==> src/rtl/serdes_pkg.sv <==
// Shared constants for the serial front end and the even/odd classifier
// behind it: FSM state encoding and the default word width.
package serdes_pkg;

  // Default word width, also imported by the downstream classifier.
  localparam int DEFAULT_DATA_W = 8;

  // Deserializer FSM states.
  typedef enum logic [1:0] {
    ST_IDLE  = 2'd0,
    ST_SHIFT = 2'd1,
    ST_PAR   = 2'd2
  } state_e;

endpackage

==> src/rtl/serial_byte_deserializer.sv <==
// Collects a framed serial bit stream (sof-marked first bit, optional even
// parity bit) into DATA_W-bit words. Each finished word is presented as a
// one-cycle out_valid pulse. An sof arriving inside a frame aborts that
// frame with a frame_err pulse and starts a new frame on the same beat.
module serial_byte_deserializer
  import serdes_pkg::*;
#(
  parameter int DATA_W    = DEFAULT_DATA_W,
  parameter bit LSB_FIRST = 1'b1,
  parameter bit PARITY_EN = 1'b0
) (
  input  logic              clk,
  input  logic              reset,
  input  logic              ser_valid,
  input  logic              ser_bit,
  input  logic              ser_sof,
  output logic              out_valid,
  output logic [DATA_W-1:0] data_out,
  output logic              parity_err,
  output logic              frame_err
);

  localparam int                CNT_W    = $clog2(DATA_W + 1);
  localparam logic [CNT_W-1:0] LAST_IDX = CNT_W'(DATA_W - 1);

  // Writes bit b into word at serial position pos, honouring the bit order.
  function automatic logic [DATA_W-1:0] put_bit(input logic [DATA_W-1:0] word,
                                                input logic [CNT_W-1:0]  pos,
                                                input logic              b);
    logic [DATA_W-1:0] w;
    w = word;
    for (int i = 0; i < DATA_W; i++) begin
      if (LSB_FIRST ? (CNT_W'(i) == pos) : (CNT_W'(DATA_W - 1 - i) == pos)) begin
        w[i] = b;
      end
    end
    return w;
  endfunction

  state_e            state_q, state_d;
  logic [CNT_W-1:0]  cnt_q, cnt_d;
  logic [DATA_W-1:0] shreg_q, shreg_d;
  logic [DATA_W-1:0] data_q, data_d;
  logic              out_valid_q, out_valid_d;
  logic              parity_err_q, parity_err_d;
  logic              frame_err_q, frame_err_d;

  logic sof_beat;
  logic data_beat;
  logic restart;      // this beat is data bit 0 of a new frame
  logic store;        // this beat is a data bit of the current frame
  logic close;        // this beat completes the frame (last data or parity bit)
  logic frame_abort;  // a frame in progress is dropped by this sof

  assign sof_beat  = ser_valid & ser_sof;
  assign data_beat = ser_valid & ~ser_sof;

  // Next-state logic and per-beat control strobes; sof always takes priority.
  always_comb begin
    state_d     = state_q;
    restart     = 1'b0;
    store       = 1'b0;
    close       = 1'b0;
    frame_abort = 1'b0;
    case (state_q)
      ST_IDLE: begin
        if (sof_beat) begin
          restart = 1'b1;
          state_d = ST_SHIFT;
        end
      end
      ST_SHIFT: begin
        if (sof_beat) begin
          restart     = 1'b1;
          frame_abort = 1'b1;
        end else if (data_beat) begin
          store = 1'b1;
          if (cnt_q == LAST_IDX) begin
            if (PARITY_EN) begin
              state_d = ST_PAR;
            end else begin
              close   = 1'b1;
              state_d = ST_IDLE;
            end
          end
        end
      end
      ST_PAR: begin
        if (sof_beat) begin
          restart     = 1'b1;
          frame_abort = 1'b1;
          state_d     = ST_SHIFT;
        end else if (data_beat) begin
          close   = 1'b1;
          state_d = ST_IDLE;
        end
      end
      default: begin
        state_d = ST_IDLE;
      end
    endcase
  end

  // Bit counter: 1 after the first data bit, cleared when a frame closes.
  always_comb begin
    cnt_d = cnt_q;
    if (restart) begin
      cnt_d = CNT_W'(1);
    end else if (close) begin
      cnt_d = '0;
    end else if (store) begin
      cnt_d = cnt_q + 1'b1;
    end
  end

  // Shift register: a restart clears stale bits from an aborted frame.
  always_comb begin
    shreg_d = shreg_q;
    if (restart) begin
      shreg_d = put_bit('0, '0, ser_bit);
    end else if (store) begin
      shreg_d = put_bit(shreg_q, cnt_q, ser_bit);
    end
  end

  // Output pulses; in the parity state ser_bit is the received parity bit.
  always_comb begin
    data_d       = data_q;
    out_valid_d  = close;
    frame_err_d  = frame_abort;
    parity_err_d = 1'b0;
    if (close) begin
      data_d       = shreg_d;
      parity_err_d = PARITY_EN & ((^shreg_q) ^ ser_bit);
    end
  end

  // FSM state register.
  always_ff @(posedge clk or posedge reset) begin
    if (reset) begin
      state_q <= ST_IDLE;
    end else begin
      state_q <= state_d;
    end
  end

  // Bit counter register.
  always_ff @(posedge clk or posedge reset) begin
    if (reset) begin
      cnt_q <= '0;
    end else begin
      cnt_q <= cnt_d;
    end
  end

  // Shift register.
  always_ff @(posedge clk or posedge reset) begin
    if (reset) begin
      shreg_q <= '0;
    end else begin
      shreg_q <= shreg_d;
    end
  end

  // Registered word and single-cycle status pulses.
  always_ff @(posedge clk or posedge reset) begin
    if (reset) begin
      data_q       <= '0;
      out_valid_q  <= 1'b0;
      parity_err_q <= 1'b0;
      frame_err_q  <= 1'b0;
    end else begin
      data_q       <= data_d;
      out_valid_q  <= out_valid_d;
      parity_err_q <= parity_err_d;
      frame_err_q  <= frame_err_d;
    end
  end

  assign out_valid  = out_valid_q;
  assign data_out   = data_q;
  assign parity_err = parity_err_q;
  assign frame_err  = frame_err_q;

endmodule
==> config.mk <==
export PLATFORM = sky130hd
export DESIGN_NAME = serial_byte_deserializer
export DESIGN_NICKNAME = d
export VERILOG_FILES = /design/src/rtl/serdes_pkg.sv /design/src/rtl/serial_byte_deserializer.sv
export SDC_FILE = /design/constraint.sdc
export NUM_CORES = 1
export LEC_CHECK = 0
export BUFFER_PORTS_ARGS = -buffer_cell sky130_fd_sc_hd__buf_4
export CAP_MARGIN = 20
export CORE_MARGIN = 5
export CORE_UTILIZATION = 40
export CTS_BUF_LIST = sky130_fd_sc_hd__clkbuf_8
export DETAILED_ROUTE_END_ITERATION = 8
export SLEW_MARGIN = 0
export SYNTH_ARGS = -nofsm -noshare
export SYNTH_HDL_FRONTEND = slang
export SYNTH_SLANG_ARGS = --single-unit
==> constraint.sdc <==
create_clock -name clk -period 2.8 [get_ports clk]
set_input_delay 0.14 -clock clk [delete_from_list [all_inputs] [get_ports clk]]
set_output_delay 0.14 -clock clk [all_outputs]
set_load 0.05 [all_outputs]
# Yosys cells after proc, flatten, opt, wreduce, memory -nomap -nowiden
# Cells that the tools add are included.
[word_totals] reg_bits=24 inputBits=5 out_inout_bits=11 wordCells=61
[classes] n_addsub=1 eq_ne=15 muxes=30 n_bitwise=3 n_reduce_logical=6
[op_table] operator="$mux 1" count=17
[op_table] operator="$eq 3x4->1 const A" count=4
[op_table] operator="$mux 8" count=2
[op_table] operator="$mux 2" count=6
[op_table] operator="$mux 4" count=3
[op_table] operator="$eq 2x4->1 const A" count=2
[op_table] operator="$ne 2x2->1 const B" count=4
[op_table] operator="$pmux 2 s3" count=1
[op_table] operator="$reduce_and 5->1" count=1
[op_table] operator="$add 4x1->4 const B" count=1
[op_table] operator="$eq 1x4->1 const A" count=1
[op_table] operator="$eq 4x3->1 const B" count=1
[op_table] operator="$logic_not 4->1" count=1
[op_table] operator="$ne 3x3->1 const B" count=1
[op_table] operator="$reduce_bool 3->1" count=1
[op_table] operator="$reduce_or 3->1" count=1
[op_table] operator="$and 1x1->1" count=2
[op_table] operator="$eq 2x1->1 const B" count=1
[op_table] operator="$eq 2x2->1 const B" count=1
[op_table] operator="$logic_not 2->1" count=1
[op_table] operator="$pmux 1 s2" count=1
[op_table] operator="$reduce_or 2->1" count=1
[op_table] operator="$not 1->1" count=1

# Logic depth before layout (Yosys ltp)
# Gate-level depths: netlist of run 1.
[logic_depth] word_depth=8 ltp_mapped=6 ltp_nobuf=5

# Worst setup path after synthesis of run 1
# Ideal clock, no wire load.
[synth_path] kind="flip-flop to flip-flop" start="register cnt_q[0]" end="register shreg_q[0]" setup_time_ns=0.125 arrival_ns=1.391 t_required_ns=2.675 slack_ns=1.284 path_stages_with_launch=6 path_buffers=0 synth_period_minus_slack_ns=1.516 cell_sequence="dfrtp_1 -> inv_1 -> ha_1 -> and4bb_2 -> o21ai_0 -> mux2_2"
[synth_via] elab_chain_cells=4
[synth_rtl] element="start, declared" line_no="serial_byte_deserializer.sv:41" rtl="logic [CNT_W-1:0] cnt_q, cnt_d;"
[synth_rtl] element="start signal, assigned" line_no="serial_byte_deserializer.sv:152" rtl="cnt_q <= cnt_d;"
[synth_rtl] element="$logic_not 4->1"
[synth_rtl] element="$mux 1" line_no="serial_byte_deserializer.sv:33" rtl="if (LSB_FIRST ? (CNT_W'(i) == pos) : (CNT_W'(DATA_W - 1 - i) == pos)) begin"
[synth_rtl] element="$mux 8" line_no="serial_byte_deserializer.sv:121" rtl="end else if (store) begin"
[synth_rtl] element="$mux 8" line_no="serial_byte_deserializer.sv:119" rtl="if (restart) begin"
[synth_rtl] element="named net shreg_d[0]" line_no="serial_byte_deserializer.sv:42" rtl="logic [DATA_W-1:0] shreg_q, shreg_d;"
[synth_rtl] element="end signal, assigned" line_no="serial_byte_deserializer.sv:161" rtl="shreg_q <= shreg_d;"
[synth_rtl] element="end, declared" line_no="serial_byte_deserializer.sv:42"
# The timed path passes the listed nets, and every way through them passes these cells.
# A chain may end at the register's enable or synchronous reset.

# Final worst setup path of run 1
[layout_path] start="register cnt_q[0]" end="register data_q[6], in the netlist data_out[6]"
[layout_via] elab_chain_cells=5 word_cells_on_any_way=9 cone_classes="eq/ne: 2; mux: 7"
[layout_rtl] element="$eq 4x3->1" line_no="serial_byte_deserializer.sv:78" rtl="if (cnt_q == LAST_IDX) begin"
[layout_rtl] element="$mux 1" line_no="serial_byte_deserializer.sv:78"
[layout_rtl] element="$mux 1" line_no="serial_byte_deserializer.sv:76" rtl="end else if (data_beat) begin"
[layout_rtl] element="$mux 1" line_no="serial_byte_deserializer.sv:73" rtl="if (sof_beat) begin"
[layout_rtl] element="$pmux 1 s2" line_no="serial_byte_deserializer.sv:65" rtl="case (state_q)"
[layout_rtl] element="end signal, assigned" line_no="serial_byte_deserializer.sv:173" rtl="data_q <= data_d;"
[layout_rtl] element="end, declared" line_no="serial_byte_deserializer.sv:43" rtl="logic [DATA_W-1:0] data_q, data_d;"
# Several ways; a longest one is shown, not always the timed one.

==> impl_results.rst, run 1 <==
.. list-table::
   :header-rows: 1

   * - Metric
     - Value
   * - Startpoint type of the worst setup path
     - register
   * - Post-synthesis register bit count
     - 22
   * - Synthesized area per cell
     - ~11 µm²
   * - Count of inserted antenna diode cells
     - 0
   * - Number of setup violations in the final report
     - 0
   * - Largest net degree at the start of global routing
     - 23
   * - Sequential standard cell area
     - ~550 µm²
   * - Top library cells by usage in the layout, fill and taps aside
     - sky130_fd_sc_hd__dfrtp_1 (22), sky130_fd_sc_hd__buf_4 (14), sky130_fd_sc_hd__mux2_2 (11)
   * - Unique cell type count in the Yosys netlist
     - 30
   * - Starting density of the core
     - roughly 40%
   * - Synth warn
     - 0
   * - Number of nets in the synthesized netlist
     - roughly 110
   * - First-pass GRT wire length
     - 3463 µm
   * - Per-cell via count in the routed design
     - roughly 5.5
   * - Number of fillers in the final layout
     - between 200 and 300
   * - CTS HTree Levels
     - 1
   * - Vias post-DR
     - between 700 and 800
   * - Multi-input gate area in the final layout
     - between 500 and 600 µm²
   * - Final setup TNS
     - 0 ns
   * - Relative slew slack
     - about 45%
   * - Clock sink count
     - 22
   * - Fraction of the yosys area taken by sequential cells
     - between 40% and 50%
   * - Commonest non-fill, non-tap cell in the layout
     - sky130_fd_sc_hd__dfrtp_1
   * - Critical path's largest stage delay
     - between 0.4 and 0.5 ns
   * - Most numerous cell on the critical path
     - sky130_fd_sc_hd__mux2_2
   * - Post-DRT Antenna Nets
     - 0
   * - Slowest cell on the critical path
     - sky130_fd_sc_hd__dfrtp_1
   * - RSZ-0062 raised after global routing
     - no
   * - Net count, final
     - between 100 and 150
   * - Clock latency of the later-clocked register in the worst-skew pair
     - roughly 0.26 ns
   * - Core Region
     - approximately 0.0027 mm²
   * - Count of pins over their slew limit
     - 0
   * - Worst path required time
     - a little under 3 ns
   * - Quantity of I/O buffers inserted on ports
     - 14
   * - Top fanout value on the critical path
     - 5
   * - Area added between synthesis and finish
     - 14.44%
   * - Clock buffer depth
     - 2
   * - Fraction of layout cells with a size suffix above 1
     - 29.73%
   * - Die Area
     - approximately 0.004 mm²
   * - Netlist Area Pre-Place
     - between 0.001 and 0.0015 mm²
   * - Run status
     - completed
   * - Peak VDD IR
     - roughly 0.52 mV
   * - Placed Area
     - around 0.0012 mm²
   * - Worst clock skew
     - between 0.002 and 0.0025 ns
   * - Detailed Routing Iterations Pass 1
     - 4
   * - Worst-path cell chain
     - inv_1, ha_1, nand2_1, mux2_2, mux2_2
   * - Total gr overflow
     - 0
   * - Total CTS buffers
     - 3
   * - Boundary Pins
     - 16
   * - Routed wire length per instance
     - ~14 µm
   * - DPL Wire Length
     - 1424 µm
   * - Number of cell rows
     - 19
   * - Maximum clock rate
     - around 620 MHz
   * - Slew @ Worst Pin
     - around 0.83 ns
   * - Root Driver
     - sky130_fd_sc_hd__clkbuf_8
   * - Antenna violations before repair
     - 0
   * - Post-CTS setup repair buffer count
     - 0
   * - DRT iter0 DRCs
     - 28
   * - Final Hold Vio Count
     - 0
   * - Global placement routability congestion
     - 0.7702
   * - Post-CTS Resized
     - 0
   * - Kind of end point of the critical path
     - register
   * - Static power due to leakage
     - ~0.00063 µW
   * - Power density cells
     - ~810 mW/mm²
   * - Hold bufs inserted after CTS
     - 0
   * - Clock tree from TritonCTS
     - yes
   * - Summed area of non-filler cells in the final layout
     - 0.001289 mm²
   * - Worst hold path class
     - in2async
   * - Gr usage total
     - a little over a tenth
   * - Post-Syn Instances
     - 99
   * - Critical path type
     - reg2reg
   * - Minimum hold slack
     - 0.04454 ns
   * - DRC violations left
     - 0
   * - Routed WL
     - 2000 µm
   * - Final period util
     - roughly 58%
   * - Die X
     - ~63 µm
   * - Number of global-route vias before repair
     - approximately 760
   * - Number of violations of the max-capacitance limit
     - 0
   * - Period minus WS final
     - 1.619 ns
   * - Setup slack of the worst register-to-register path
     - 1.18 ns
   * - Clock slew seen by the registers of the worst setup and hold paths
     - 0.08 ns
   * - Data arrival time at the worst-slack endpoint
     - 1.77 ns
   * - Floorplan die height
     - around 63 µm
critical path, delay by kind of cell (launching register included):
family        cells  cell delay [ns]
mux               2             0.61
flops             1             0.42
buf+inv           1             0.11
fa+ha+maj         1             0.21
simple gates      1             0.17
path summary, 6_finish.rpt:
path,from,end,depth (start not counted)
worst max-delay path,cnt_q[0]$_DFFE_PP0P_,data_out[6]$_DFFE_PP0P_,5
worst min-delay path,reset,data_out[1]$_DFFE_PP0P_,2
worst max register to register,cnt_q[0]$_DFFE_PP0P_,data_out[6]$_DFFE_PP0P_,5
worst min register to register,data_out[5]$_DFFE_PP0P_,data_out[5]$_DFFE_PP0P_,1
max in group asynchronous,reset,cnt_q[1]$_DFFE_PP0P_,2
min in group clk,ser_sof,cnt_q[2]$_DFFE_PP0P_,2
per-layer routing:
layer | up-vias | GRT usage, % | share of wire [%]
met1 | 382 | 14.64 | 49
met2 | 17 | 16.92 | 46
met4 | 0 | 2.387 | 0.50
li1 | 378 | - | -
met5 | - | 0 | 0
met3 | 2 | 3.197 | 4.2
power breakdown:
| group | switching [µW] | internal, µW | leakage, µW |
|---|---|---|---|
| Sequential | 57.2 | 384 | 0.000290 |
| Combinational | 238 | 141 | 0.000316 |
| Clock | 98.9 | 125 | 0.0000288 |
state kept, by name (all words and copies together) (netlist names):
signal / count
shreg_q: 7
frame_err: 1
data_out: 8
state_q: 1
cnt_q: 4
out_valid: 1
kinds of logic (layout without fill, tap and decap cells):
kind of cell | count (synthesis) | in the layout | synth area share [%]
fa+ha+maj | 5 | 5 | 5.556
flops | 22 | 22 | 48.89
other cells | 1 | 1 | 0.3330
compound gates | 23 | 23 | 14.11
buf+inv | 13 | 25 | 5.556
xor+xnor | 1 | 1 | 0.7779
mux | 12 | 12 | 11.89
simple gates | 22 | 22 | 12.89
through the flow:
| stage | total power [µW] | cells | worst slack [ns] | util (%) |
|---|---|---|---|---|
| global route | 1112 | 142 | 1.072 | 47.14 |
| detailed placement | 830.8 | 138 | 1.196 | 45.13 |
| CTS | 1057 | 142 | 1.182 | 47.14 |
| floorplan | 732.0 | 99 | 1.284 | - |
| finish | 1044 | 142 | 1.181 | 47.14 |
| global placement | 824.8 | 138 | 1.202 | 45.13 |
cell usage after synthesis (all sizes together):
| cell type | instances | share of area (%) |
|---|---|---|
| nor2 | 3 | 2.4 |
| and4b | 1 | 1.0 |
| o41ai | 1 | 0.78 |
| clkbuf | 2 | 0.67 |
| and4bb | 1 | 1.1 |
| a41oi | 1 | 0.78 |
| o2bb2ai | 1 | 0.78 |
| nand4bb | 1 | 1.0 |
| nand4 | 1 | 0.56 |
| xnor2 | 1 | 0.78 |
| or3 | 1 | 0.56 |
| or4b | 1 | 0.89 |
| o31ai | 7 | 4.7 |
| o21ai | 5 | 2.2 |
| dfrtp | 22 | 49 |
| nand2b | 1 | 0.56 |
| buf | 4 | 2.6 |
| a21oi | 2 | 0.89 |
| ha | 5 | 5.6 |
| nand2 | 10 | 3.3 |
| nand3 | 1 | 0.44 |
| inv | 7 | 2.3 |
| mux2i | 1 | 0.89 |
| mux2 | 11 | 11 |
| or3b | 1 | 1.0 |
| conb | 1 | 0.33 |
| o211ai | 6 | 4.0 |
final cells by class:
type / instances / share of cell area, %
clock buffers: 4 / 4.272
flip-flops and latches: 22 / 42.72
multi-input cells: 64 / 39.81
well taps: 31 / 3.010
inverters: 7 / 2.039
repair buffers: 14 / 8.155
(Power assumes the default switching activity.)
==> run 2: changes to the inputs <==
ABC_AREA = 1   (was unset)
clock period = 1.6 ns   (was 2.8 ns; I/O delays follow)
==> run 2 against run 1 <==
Register-to-register slack got worse by 0.98 ns. Hold slack better by 0.033 ns. Combinational power down 32%. Critical path type unchanged. Critical endpoint is now data_out[7]$_DFFE_PP0P_. Largest power group unchanged. Highest routed layer unchanged.
==> impl_results.rst, run 2 <==
.. list-table::
   :header-rows: 1

   * - Metric
     - Value
   * - Run status
     - completed
   * - Post-Syn Instances
     - around 140
   * - Peak VDD IR
     - 0.8284 mV
   * - Clock latency of the later-clocked register in the worst-skew pair
     - ~0.26 ns
   * - Worst clock skew
     - between 0.001 and 0.0015 ns
   * - Buffers & Inverters on Critical Path
     - 0
   * - Top library cells by usage in the layout, fill and taps aside
     - sky130_fd_sc_hd__nand2_1 (36), sky130_fd_sc_hd__dfrtp_1 (22), sky130_fd_sc_hd__inv_1 (19)
   * - Commonest register cell after synthesis
     - sky130_fd_sc_hd__dfrtp_1
   * - Number of global-route vias before repair
     - slightly above 900
   * - Worst hold path class
     - in2reg
   * - Sequential group share of total power
     - between 40% and 50%
   * - Number of violations of the max-capacitance limit
     - 0
   * - CTS HTree Levels
     - 1
   * - First-pass GRT wire length
     - about 4300 µm
   * - Clock sink count
     - 22
   * - Placed Area
     - 0.001271 mm²
   * - Worst-path cell chain
     - ha_1, nand3_1, nor2_1, nor2_1
   * - Final period util
     - 87.68%
   * - Global placement routability congestion
     - 0.8004
   * - Power density cells
     - 1033 mW/mm²
   * - Pre-CTS worst setup slack
     - between 0.15 and 0.2 ns
   * - Top fanout value on the critical path
     - 8
   * - Largest net degree at the start of global routing
     - 23
   * - Core Region
     - 0.002758 mm²
   * - Routed WL
     - around 2300 µm
   * - Number of flops mapped to enable cells by yosys
     - 0
   * - Critical path's largest stage delay
     - 0.43 ns
   * - DPL Wire Length
     - around 1700 µm
   * - Worst path required time
     - about 1.8 ns
   * - Startpoint type of the worst setup path
     - register
   * - Starting density of the core
     - a little over 40%
   * - Count of pins over their slew limit
     - 0
   * - Fraction of the yosys area taken by sequential cells
     - around half
   * - Synth warn
     - 0
   * - Post-CTS setup repair buffer count
     - 0
   * - Final setup slack of the worst path
     - slightly below 0.2 ns
   * - Clock tree from TritonCTS
     - yes
   * - Cell type group with the largest total delay on the critical path
     - simple AND/OR/NAND/NOR gates
   * - Die X
     - between 60 and 70 µm
   * - Net switching power
     - around 380 µW
   * - DRT iter0 DRCs
     - 24
   * - Quantity of I/O buffers inserted on ports
     - 14
   * - Area added between synthesis and finish
     - 18.40%
   * - Synthesized area per cell
     - 8.400 µm²
   * - Clock network fraction of design power
     - between 30% and 40%
   * - Total CTS buffers
     - 3
   * - Netlist Area Pre-Place
     - about 0.0011 mm²
   * - Post-DRT Antenna Nets
     - 0
   * - Post-CTS Resized
     - 0
   * - Uppermost layer routed
     - met4
   * - Final setup TNS
     - 0 ns
   * - Ranking of synthesized cells by area
     - sky130_fd_sc_hd__dfrtp_1 (48%), sky130_fd_sc_hd__nand2_1 (12%), sky130_fd_sc_hd__inv_1 (6.2%), sky130_fd_sc_hd__ha_1 (5.5%), sky130_fd_sc_hd__nand3_1 (4.8%)
   * - Unique cell type count in the Yosys netlist
     - 21
   * - Per-cell via count in the routed design
     - 4.897
   * - Combinational share of power
     - a little under a fifth
   * - Net count, final
     - ~170
   * - Number of nets in the synthesized netlist
     - 146
   * - Floorplan die height
     - between 60 and 70 µm
   * - Met2 routed wirelength
     - roughly 1200 µm
   * - Async set or reset register ratio after synthesis
     - 100.0%
   * - Detailed Routing Iterations Pass 1
     - 4
   * - Routed wire length per instance
     - roughly 13 µm
   * - Fraction of the core area covered by cells at the end of the flow
     - between 40% and 50%
   * - Maximum clock rate
     - roughly 710 MHz
   * - Static power due to leakage
     - about 0.00075 µW
   * - Critical path type
     - reg2reg
   * - Commonest non-fill, non-tap cell in the layout
     - sky130_fd_sc_hd__nand2_1
   * - Design internal power
     - slightly above 1000 µW
   * - Antenna violations before repair
     - 0
   * - Cell type with the highest aggregate area in the netlist
     - sky130_fd_sc_hd__dfrtp_1
   * - Boundary Pins
     - 16
   * - Number of cell rows
     - 19
   * - Leading post-synthesis cells by instance count
     - sky130_fd_sc_hd__nand2_1 (36), sky130_fd_sc_hd__dfrtp_1 (22), sky130_fd_sc_hd__inv_1 (19)
   * - Met3 Wirelength
     - 92 µm
   * - Kind of end point of the critical path
     - register
   * - Die Area
     - 0.004025 mm²
   * - Cell with the most instances after synthesis
     - sky130_fd_sc_hd__nand2_1
   * - Sw frac
     - between 20 and 30%
   * - Fraction of layout cells with a size suffix above 1
     - between 15 and 20%
   * - Root Driver
     - sky130_fd_sc_hd__clkbuf_8
   * - Clock buffer depth
     - 2
   * - Period minus WS final
     - roughly 1.4 ns
   * - Data arrival time at the worst-slack endpoint
     - 1.56 ns
   * - Most numerous cell on the critical path
     - sky130_fd_sc_hd__nor2_1
   * - Largest register FFs
     - 8
   * - DRC violations left
     - 0
   * - Count of inserted antenna diode cells
     - 0
   * - Slowest cell on the critical path
     - sky130_fd_sc_hd__dfrtp_1
   * - Post-synthesis register bit count
     - 22
   * - Total gr overflow
     - 0
   * - Vias post-DR
     - between 900 and 1000
   * - Final Hold Vio Count
     - 0
   * - Share of the synthesized area in the top cell type
     - about half
   * - Clock slew seen by the registers of the worst setup and hold paths
     - ~0.080 ns
   * - Wire length on met1
     - ~1100 µm
   * - Summed area of non-filler cells in the final layout
     - approximately 0.0014 mm²
   * - RSZ-0062 raised after global routing
     - no
   * - Gr usage total
     - about an eighth
   * - Number of setup violations in the final report
     - 0
## run 2: cell types whose count changed in the layout (fill, tap and decap cells not counted), moves of 2 or more
cell / before / now
sky130_fd_sc_hd__inv_1: 7 / 19
sky130_fd_sc_hd__o31ai_1: 7 / 0
sky130_fd_sc_hd__o211ai_1: 6 / 0
sky130_fd_sc_hd__nor2_1: 2 / 11
sky130_fd_sc_hd__mux2_2: 11 / 0
sky130_fd_sc_hd__nor2_4: 0 / 3
sky130_fd_sc_hd__buf_4: 14 / 17
sky130_fd_sc_hd__o21ai_0: 5 / 3
sky130_fd_sc_hd__nand4_1: 1 / 8
sky130_fd_sc_hd__nand3_1: 1 / 11
sky130_fd_sc_hd__nand2_1: 10 / 36
sky130_fd_sc_hd__and3_1: 0 / 6
## run 2: final cells by class
class | count | area [µm²]
Fill cell | 269 | 1405
Clock buffer | 3 | 41.29
Tap cell | 31 | 38.79
Multi-Input combinational cell | 90 | 479.2
Inverter | 20 | 75.07
Sequential cell | 22 | 550.5
Clock inverter | 1 | 30.03
Timing Repair Buffer | 18 | 137.6
## run 2: per-layer routing
| metal | vias up | GRT usage (%) |
|---|---|---|
| li1 | 470 | - |
| met1 | 414 | 16.33 |
| met2 | 20 | 22.59 |
| met3 | 2 | 2.131 |
| met4 | 0 | 4.675 |
| met5 | - | 0 |
## run 2: final timing paths
kind / depth (start not counted) / from / endpoint / slack [ns]
min reg2reg: 2 / data_out[4]$_DFFE_PP0P_ / data_out[4]$_DFFE_PP0P_ / 0.49
max reg2reg: 4 / cnt_q[1]$_DFFE_PP0P_ / data_out[7]$_DFFE_PP0P_ / 0.20
max: 4 / cnt_q[1]$_DFFE_PP0P_ / data_out[7]$_DFFE_PP0P_ / 0.20
min in group asynchronous: 4 / reset / out_valid$_DFF_PP0_ / 0.41
min: 3 / ser_bit / data_out[7]$_DFFE_PP0P_ / 0.08
max in group asynchronous: 4 / reset / cnt_q[0]$_DFFE_PP0P_ / 0.98
## run 2: tightest hold or removal path, stage by stage
cell	delay [ns]
sky130_fd_sc_hd__buf_4	0.09
sky130_fd_sc_hd__nor2_1	0.04
sky130_fd_sc_hd__nor2_1	0.10
## run 2: cell families (layout without fill, tap and decap cells)
logic type,count (synthesis),in the layout,synth area share [%]
simple gates,77,77,32.53
buf+inv,24,42,9.858
flops,22,22,48.19
compound gates,6,6,2.848
fa+ha+maj,5,5,5.476
other cells,1,1,0.3283
xor+xnor,1,1,0.7668
## run 2: per-stage QoR
step | hold WS [ns] | cells | total power [µW]
floorplan | 0.06923 | 136 | 815.5
global route | 0.09598 | 185 | 1473
global placement | 0.1361 | 180 | 877.7
finish | 0.07742 | 185 | 1397
detailed placement | 0.1421 | 180 | 888.2
CTS | 0.07786 | 185 | 1414
## run 2: power by group through the flow
stage / clock (µW) / sequential (µW) / combinational (µW)
floorplan: 0 / 675 / 141
global placement: 0 / 630 / 248
global route: 560 / 628 / 285
detailed placement: 0 / 633 / 255
CTS: 534 / 622 / 259
finish: 519 / 622 / 256
## run 2: what timing repair did
item | 4_1_cts | 5_1_grt
endpoints found under the hold margin | 22 | 0
hold buffers | 1 | 0
setup endpoints to repair | 0 | 0
